--- src/rtl/spi_slave_port_if.sv ---
// SPI slave port bundle: serial pins plus the byte-wide tx/rx handshake.
//   scl, cs, mosi     serial clock, active-low chip select, data from master
//   miso              serial data to master
//   tx_data/tx_valid  byte offered for transmit; tx_ready = tx buffer empty
//   rx_data/rx_valid  last received byte; rx_valid pulses when it updates
//   busy, tx_underrun, frame_abort  status
// slave modport is used by the port itself; master modport by whatever drives it.
interface spi_slave_port_if;
    logic       scl;
    logic       cs;
    logic       mosi;
    logic       miso;
    logic [7:0] tx_data;
    logic       tx_valid;
    logic       tx_ready;
    logic [7:0] rx_data;
    logic       rx_valid;
    logic       busy;
    logic       tx_underrun;
    logic       frame_abort;

    modport slave (
        input  scl, cs, mosi, tx_data, tx_valid,
        output miso, tx_ready, rx_data, rx_valid, busy, tx_underrun, frame_abort
    );

    modport master (
        output scl, cs, mosi, tx_data, tx_valid,
        input  miso, tx_ready, rx_data, rx_valid, busy, tx_underrun, frame_abort
    );
endinterface

--- src/rtl/spi_slave_port.sv ---
// SPI slave endpoint. Synchronises scl/cs/mosi into clk, deserialises mosi
// LSB-first into bytes and serialises a one-entry tx buffer onto miso.
//   clk, rst  system clock, synchronous active-high reset
//   bus       spi_slave_port_if.slave (pins, tx/rx handshake, status pulses)
// TRIG is the scl level the master holds while presenting a bit; the slave
// samples on the transition away from TRIG and updates miso on that same
// transition, so miso is settled long before the master's next drive edge.
module spi_slave_port #(
    parameter bit         TRIG        = 1'b1,
    parameter int         SYNC_STAGES = 2,
    parameter logic [7:0] DEFAULT_TX  = 8'h00
) (
    input  logic             clk,
    input  logic             rst,
    spi_slave_port_if.slave  bus
);
    localparam logic IDLE_SCL = ~TRIG;

    typedef enum logic {IDLE, SHIFT} state_t;

    logic [SYNC_STAGES-1:0] scl_sync, cs_sync, mosi_sync;
    logic       s_scl, s_cs, s_mosi;
    logic       scl_d, cs_d;
    logic       sample_edge, cs_fall, cs_rise;

    state_t     state;
    logic [2:0] bit_cnt;
    logic [6:0] rx_shift;
    logic [7:0] tx_shift;
    logic [7:0] tx_buf;
    logic       tx_ready;
    logic       miso;
    logic [7:0] rx_data;
    logic       rx_valid;
    logic       tx_underrun;
    logic       frame_abort;

    logic       accept;
    logic       load_pt;
    logic [7:0] next_byte;

    // Synchronisers come out of reset at the idle pin levels so a reset
    // never manufactures a phantom cs or scl edge.
    always_ff @(posedge clk) begin
        if (rst) begin
            scl_sync  <= {SYNC_STAGES{IDLE_SCL}};
            cs_sync   <= '1;
            mosi_sync <= '0;
            scl_d     <= IDLE_SCL;
            cs_d      <= 1'b1;
        end else begin
            scl_sync  <= {scl_sync[SYNC_STAGES-2:0], bus.scl};
            cs_sync   <= {cs_sync[SYNC_STAGES-2:0], bus.cs};
            mosi_sync <= {mosi_sync[SYNC_STAGES-2:0], bus.mosi};
            scl_d     <= s_scl;
            cs_d      <= s_cs;
        end
    end

    assign s_scl  = scl_sync[SYNC_STAGES-1];
    assign s_cs   = cs_sync[SYNC_STAGES-1];
    assign s_mosi = mosi_sync[SYNC_STAGES-1];

    assign sample_edge = (s_scl != TRIG) && (scl_d == TRIG);
    assign cs_fall     = !s_cs && cs_d;
    assign cs_rise     = s_cs && !cs_d;

    // A load point consumes the buffer: at frame start, or when the 8th bit
    // of a byte is sampled and cs is not being released in the same clk.
    always_comb begin
        accept    = bus.tx_valid && tx_ready;
        next_byte = tx_ready ? DEFAULT_TX : tx_buf;
        load_pt   = ((state == IDLE) && cs_fall) ||
                    ((state == SHIFT) && !cs_rise && sample_edge && (bit_cnt == 3'd7));
    end

    always_ff @(posedge clk) begin
        if (rst) begin
            state       <= IDLE;
            bit_cnt     <= '0;
            rx_shift    <= '0;
            tx_shift    <= '0;
            tx_buf      <= '0;
            tx_ready    <= 1'b1;
            miso        <= 1'b0;
            rx_data     <= '0;
            rx_valid    <= 1'b0;
            tx_underrun <= 1'b0;
            frame_abort <= 1'b0;
        end else begin
            rx_valid    <= 1'b0;
            tx_underrun <= 1'b0;
            frame_abort <= 1'b0;

            // Accept only happens when empty and consume only when full, so
            // a same-clk load+accept leaves the new byte in the buffer.
            if (accept) begin
                tx_buf   <= bus.tx_data;
                tx_ready <= 1'b0;
            end else if (load_pt && !tx_ready) begin
                tx_ready <= 1'b1;
            end

            if (load_pt) begin
                tx_shift    <= next_byte;
                tx_underrun <= tx_ready;
            end

            case (state)
                IDLE: begin
                    miso    <= 1'b0;
                    bit_cnt <= '0;
                    if (cs_fall) begin
                        miso  <= next_byte[0];
                        state <= SHIFT;
                    end
                end
                SHIFT: begin
                    // cs release beats a coincident sample edge
                    if (cs_rise) begin
                        state       <= IDLE;
                        miso        <= 1'b0;
                        bit_cnt     <= '0;
                        frame_abort <= (bit_cnt != 3'd0);
                    end else if (sample_edge) begin
                        bit_cnt <= bit_cnt + 3'd1;
                        if (bit_cnt == 3'd7) begin
                            rx_data  <= {s_mosi, rx_shift};
                            rx_valid <= 1'b1;
                            miso     <= next_byte[0];
                        end else begin
                            rx_shift[bit_cnt] <= s_mosi;
                            miso              <= tx_shift[bit_cnt + 3'd1];
                        end
                    end
                end
                default: state <= IDLE;
            endcase
        end
    end

    assign bus.miso        = miso;
    assign bus.tx_ready    = tx_ready;
    assign bus.rx_data     = rx_data;
    assign bus.rx_valid    = rx_valid;
    assign bus.busy        = (state == SHIFT);
    assign bus.tx_underrun = tx_underrun;
    assign bus.frame_abort = frame_abort;
endmodule

--- src/flat_wrapper.sv ---
// flat-port wrapper written by rule: the top's interface ports become plain ports
module spi_slave_port_flat 
#(
    parameter bit         TRIG        = 1'b1,
    parameter int         SYNC_STAGES = 2,
    parameter logic [7:0] DEFAULT_TX  = 8'h00
)
  (clk, rst, bus_scl, bus_cs, bus_mosi, bus_tx_data, bus_tx_valid, bus_miso, bus_tx_ready, bus_rx_data, bus_rx_valid, bus_busy, bus_tx_underrun, bus_frame_abort);
  spi_slave_port_if bus_i ();
  input  logic clk;
  input  logic rst;
  input wire logic [$bits(bus_i.scl)-1:0] bus_scl;
  input wire logic [$bits(bus_i.cs)-1:0] bus_cs;
  input wire logic [$bits(bus_i.mosi)-1:0] bus_mosi;
  input wire logic [$bits(bus_i.tx_data)-1:0] bus_tx_data;
  input wire logic [$bits(bus_i.tx_valid)-1:0] bus_tx_valid;
  output wire logic [$bits(bus_i.miso)-1:0] bus_miso;
  output wire logic [$bits(bus_i.tx_ready)-1:0] bus_tx_ready;
  output wire logic [$bits(bus_i.rx_data)-1:0] bus_rx_data;
  output wire logic [$bits(bus_i.rx_valid)-1:0] bus_rx_valid;
  output wire logic [$bits(bus_i.busy)-1:0] bus_busy;
  output wire logic [$bits(bus_i.tx_underrun)-1:0] bus_tx_underrun;
  output wire logic [$bits(bus_i.frame_abort)-1:0] bus_frame_abort;
  assign bus_i.scl = bus_scl;
  assign bus_i.cs = bus_cs;
  assign bus_i.mosi = bus_mosi;
  assign bus_i.tx_data = bus_tx_data;
  assign bus_i.tx_valid = bus_tx_valid;
  assign bus_miso = bus_i.miso;
  assign bus_tx_ready = bus_i.tx_ready;
  assign bus_rx_data = bus_i.rx_data;
  assign bus_rx_valid = bus_i.rx_valid;
  assign bus_busy = bus_i.busy;
  assign bus_tx_underrun = bus_i.tx_underrun;
  assign bus_frame_abort = bus_i.frame_abort;
  spi_slave_port #(.TRIG(TRIG), .SYNC_STAGES(SYNC_STAGES), .DEFAULT_TX(DEFAULT_TX)) u_core (.clk(clk), .rst(rst), .bus(bus_i));
endmodule
--- config.mk ---
export PLATFORM = sky130hd
export DESIGN_NAME = spi_slave_port_flat
export DESIGN_NICKNAME = d
export VERILOG_FILES = /design/src/rtl/spi_slave_port_if.sv /design/src/rtl/spi_slave_port.sv /design/src/flat_wrapper.sv
export SDC_FILE = /design/constraint.sdc
export NUM_CORES = 1
export LEC_CHECK = 0
export CORE_MARGIN = 4
export CORE_UTILIZATION = 40
export DETAILED_ROUTE_END_ITERATION = 10
export PLACE_DENSITY = 0.68
export SYNTH_ARGS = -nofsm -noshare
export SYNTH_HDL_FRONTEND = slang
export SYNTH_SLANG_ARGS = --single-unit
--- constraint.sdc ---
create_clock -name clk -period 2.4 [get_ports clk]
set_input_delay 0.48 -clock clk [delete_from_list [all_inputs] [get_ports clk]]
set_output_delay 0.48 -clock clk [all_outputs]
set_load 0.05 [all_outputs]
**Yosys cells after proc, flatten, opt, wreduce, memory -nomap -nowiden**

Index checks and enable logic that the tools add are counted.

- $lt $le $gt $ge: 3
- Equal/unequal tests: 2
- Reduce and logical (&&, ||, !) cells: 22
- Mux-type cells: 20
- $add $sub $neg: 1
- Bitwise logic cells: 6

Operators by type and width:

| cell | number |
|---|---|
| $mux W1 | 11 |
| $logic_and A1 B1 Y1 | 10 |
| $lt A3 B4 Y1 const B | 2 |
| $mux W8 | 1 |
| $reduce_and A4 Y1 | 2 |
| $bwmux W7 | 1 |
| $mux W3 | 2 |
| $not A1 Y1 | 6 |
| $pmux W3 S2 | 1 |
| $logic_not A1 Y1 | 4 |
| $pmux W1 S2 | 2 |
| $reduce_or A4 Y1 | 1 |
| $add A3 B1 Y3 const B | 1 |
| $bmux W1 S3 | 1 |
| $demux W1 S3 | 1 |
| $eq A3 B3 Y1 const B | 1 |
| $ge A3 B1 Y1 const B | 1 |
| $ne A3 B1 Y1 const B | 1 |
| $reduce_bool A3 Y1 | 1 |
| $reduce_or A3 Y1 | 1 |
| $reduce_bool A2 Y1 | 1 |
| $reduce_or A2 Y1 | 1 |
| $logic_or A1 B1 Y1 | 1 |

- Flip-flop bits (word level): 48
- Word-level logic and storage cells: 70
- Output and inout bits: 14
- Input bits: 14

**Depth between registers and ports, before layout**

- Depth after elaboration: 10
- Mapped depth: 8
- Gate-level depth less buffers: 6

**Worst setup path before layout**

Ideal clock, no wire load.

- Kind: flip-flop to flip-flop
- Start: register u_core.bit_cnt[0]
- End: register u_core.miso, in the netlist u_core.bus.miso
- Library setup time: 95 ps
- Buffers on the path: 2
- Required time: 2,305 ps
- Cell stages (with the launch flop): 9
- Slack: 580 ps
- Arrival time: 1,724 ps
- Period minus slack after synthesis: 1,820 ps
- Path through: dfxtp_1 -> clkbuf_1 -> inv_1 -> ha_1 -> buf_2 -> mux2i_1 -> a211oi_1 -> nand3_1 -> a221oi_1

- Word-level cells in the longest chain between the ends: 7
- Elaborated cells on any way between the ends: 8
- Classes of those cells: add/sub (1); eq/ne (1); mux (6)

RTL lines:

| what | RTL line | text |
|---|---|---|
| from (decl) | spi_slave_port.sv:27 | `logic [2:0] bit_cnt;` |
| from (signal assigned) | spi_slave_port.sv:126 | `bit_cnt <= bit_cnt + 3'd1;` |
| $add A3 B1 Y3 | spi_slave_port.sv:133 | `miso <= tx_shift[bit_cnt + 3'd1];` |
| $bmux W1 S3 | spi_slave_port.sv:133 |  |
| $mux W1 (not written as such) | spi_slave_port.sv:133 |  |
| $mux W1 (*) | spi_slave_port.sv:127 | `if (bit_cnt == 3'd7) begin` |
| $mux W1 (*) | spi_slave_port.sv:125 | `end else if (sample_edge) begin` |
| $mux W1 (*) | spi_slave_port.sv:120 | `if (cs_rise) begin` |
| $pmux W1 S2 (*) | spi_slave_port.sv:109 | `case (state)` |
| to (signal assigned) | spi_slave_port.sv:114 | `miso <= next_byte[0];` |
| to (signal assigned) | spi_slave_port.sv:130 | `miso <= next_byte[0];` |
| to (signal assigned) | spi_slave_port.sv:133 |  |
| to (decl) | spi_slave_port.sv:32 | `logic miso;` |

Every way passes the cells marked *; elsewhere a longest branch is shown, timed or not. The select of a mux whose other input is x is not followed.
A chain may end at the register's enable or synchronous reset.

**Worst setup path after layout**

- Start: register u_core.bit_cnt[0]
- End: register u_core.rx_shift[2]

- Word-level cells in the longest chain between the ends: 5
- Elaborated cells on any way between the ends: 9
- Classes of those cells: order compare (2); eq/ne (1); mux (3); bitwise (1); reduce/logical (2)

RTL lines:

| what | RTL line | text |
|---|---|---|
| $lt A3 B4 Y1 (not written as such) or $ge A3 B1 Y1 (tied branches) | spi_slave_port.sv:132 | `rx_shift[bit_cnt] <= s_mosi;` |
| $logic_and A1 B1 Y1 (not written as such) | spi_slave_port.sv:132 |  |
| $mux W1 (not written as such) | spi_slave_port.sv:132 |  |
| $demux W1 S3 | - |  |
| $bwmux W7 | spi_slave_port.sv:132 |  |
| to (signal, indexed assignment) | spi_slave_port.sv:132 |  |
| to (decl) | spi_slave_port.sv:28 | `logic [6:0] rx_shift;` |

Several ways; a longest one is shown, not always the timed one.

==> results.md <==
- CTS Hold Bufs: 0
- Commonest cells post-synth: dfxtp_1, mux2i_1, nor2_1, nand2_1, a21oi_1
- Max-slew headroom: 0.646
- Worst slew pin tran: 524 ps
- Area contributors post-synth: dfxtp_1, mux2i_1, a21oi_1
- Max-Cap Viols: 0
- Pin count of the biggest net entering global routing: 20
- Post-DP HPWL: 2.44 mm
- Max VDD drop: 0.360 mV
- Die X: 78.3 um
- Grt ovf: 0
- Synthesized area: 1980 um^2
- Setup crit end kind: register
- Area delta synth->final: 21.2%
- Skew-Pair Late Insertion Delay: 300 ps
- Clock buffer depth: 2
- FFs w/ async S/R, synth: 0
- Drt total wl: 3.37 mm
- Final Setup Violations: 0
- Yosys top cell area share: 0.486
- Post-synthesis cell type count: 35
- DRC: 0
- CTS resizes: 0
- Start point of the worst hold path: u_core.cs_sync[0]
- FF+latch count, synth: 48
- Iter 0 DRT Violations: 70
- Final #Nets: 251
- Critical path required time: 2600 ps
- Tmin final: 2050 ps
- Top-count cell post-synth: dfxtp_1
- Register area share after synthesis: 0.486
- Starting density of the core: 0.416
- H-Tree Level Count: 2
- Via count: 1,461
- Root Driver: clkbuf_8
- EDFF count, synth: 0
- Hold path cells: 1
- Die area: 6130 um^2
- Reg2Reg Depth: 6
- DR WL/cell: 11.2 um
- Num CTS Buffers: 5
- First-pass GRT wire length: 6.04 mm
- Num ports: 28
- Yosys warns: 0
- Startpoint class of the critical path: register
- Number of diodes: 0
- Worst Setup SP: u_core.bit_cnt[0]
- Vias in the first global route: 1,376
- # rows: 25
- Die height: 78.3 um
- Postcts setup bufs: 0
- Post-synth net total: 226
- Antenna-violating nets left: 0
- Period utilization: 0.855
- I/O Buffers: 27
- DR vias/cell: 4.84
- Worst clock skew: 4.12 ps
- Gr usage total: 0.123
- Total Power Consumption: 1400 uW
- CP Class: register to register
- GPL Wtd Cong: 0.868
- Fin. Hold Viols: 0
- Mapped Cells: 209
- First-pass iteration count of the detailed router: 4
- Core footprint: 4750 um^2
- Cell area power density: 584 nW/um^2
- Worst Hold Class: register to register
- Clk sinks: 48
- Clk slew on worst S/H paths: 90 ps
- Final max-slew violation count: 0
- Setup TNS: 0 ps
- Ys flop type: dfxtp_1
- Peak Freq: 488 MHz
- Reg2reg start: u_core.bit_cnt[0]
- Mean Syn Cell Area: 9.45 um^2
- P_leak: 0.000934 uW
- Cell taking the most area after synthesis: dfxtp_1
- Max FO, Critical Path: 11
- CTS tree: yes
- Data arrival, critical path: 2250 ps
- RSZ-0062 raised after global routing: false
- Initial antenna violation count: 0
- Layout cell share with drive strength beyond 1: 0.0936
- Outcome: finished, final reports clean
## cells in the final DEF, fill, tap and decap left out, types with 2 or more instances in the layout
| master | instances |
|---|---|
| clkbuf_8 | 5 |
| nor3_1 | 3 |
| nor2_1 | 20 |
| or2_2 | 3 |
| nand2b_1 | 2 |
| dfxtp_1 | 48 |
| a21oi_1 | 17 |
| nand2_1 | 19 |
| or3b_1 | 7 |
| clkinv_2 | 2 |
| buf_4 | 7 |
| ha_1 | 3 |
| inv_1 | 4 |
| nand4_1 | 8 |
| mux2i_1 | 21 |
| nand3_1 | 10 |
| nor2b_1 | 11 |
| clkdlybuf4s50_1 | 27 |
## cell families after synthesis
| kind of cell | share of synthesized area |
|---|---|
| and+or+nand+nor | 0.244 |
| xor gates and xnor gates | 0.00443 |
| adders and majority gates | 0.0190 |
| DFF | 0.486 |
| AOI/OAI and AO/OA | 0.0931 |
| buffers and inverters | 0.0462 |
| muxes | 0.106 |
## where the power goes
| part | switching (uW) | internal, uW |
|---|---|---|
| Sequential | 10.2 | 813 |
| Clock | 264 | 203 |
| Combinational | 57.1 | 49.1 |
| Total | 332 | 1070 |
## state kept, by name, indices dropped and copies added, names as in the netlist, 2 cells and up
signal / count
u_core.bit_cnt: 3
u_core.bus.rx_data: 8
u_core.cs_sync: 2
u_core.mosi_sync: 2
u_core.rx_shift: 7
u_core.scl_sync: 2
u_core.tx_buf: 8
u_core.tx_shift: 8
## area by class of cell
class	count	area, um^2
clock buffers	5	68.8
inverters	4	15.0
well taps	67	83.8
repair buffers	34	323
fillers	457	2360
clock inverters	3	18.8
flip-flops and latches	48	961
multi-input cells	141	923
## path summary, 6_finish.rpt
check / to / slack [ps]
hold / removal: u_core.cs_sync[1] / 420
hold reg to reg: u_core.cs_sync[1] / 420
setup reg to reg: u_core.rx_shift[2] / 350
setup / recovery: u_core.rx_shift[2] / 350
## through the flow
| stage | instances | util | area, um^2 | hold WS, ps | worst slack, ps |
|---|---|---|---|---|---|
| 2_1_floorplan | 209 | - | 1980 | 389 | 580 |
| 3_3_place_gp | 294 | 0.485 | 2310 | 393 | 451 |
| 3_5_place_dp | 294 | 0.485 | 2310 | 401 | 377 |
| 4_1_cts | 302 | 0.503 | 2390 | 422 | 353 |
| 5_1_grt | 302 | 0.503 | 2390 | 428 | 108 |
| 6_report | 302 | 0.503 | 2390 | 419 | 349 |
## critical path, cell delays in order, from the launching register on
cell	delay [ps]
dfxtp_1	420
ha_1	250
ha_1	300
nor4bb_1	530
nand4_1	220
mux2i_1	190
nor2_1	50
## per-layer routing
metal	vias up	wire length, um	GRT usage
met3	7	134	0.0321
li1	767	-	-
met1	664	1690	0.161
met5	-	0	0
met4	0	90	0.0682
met2	23	1450	0.185
(Power assumes the default switching activity.)
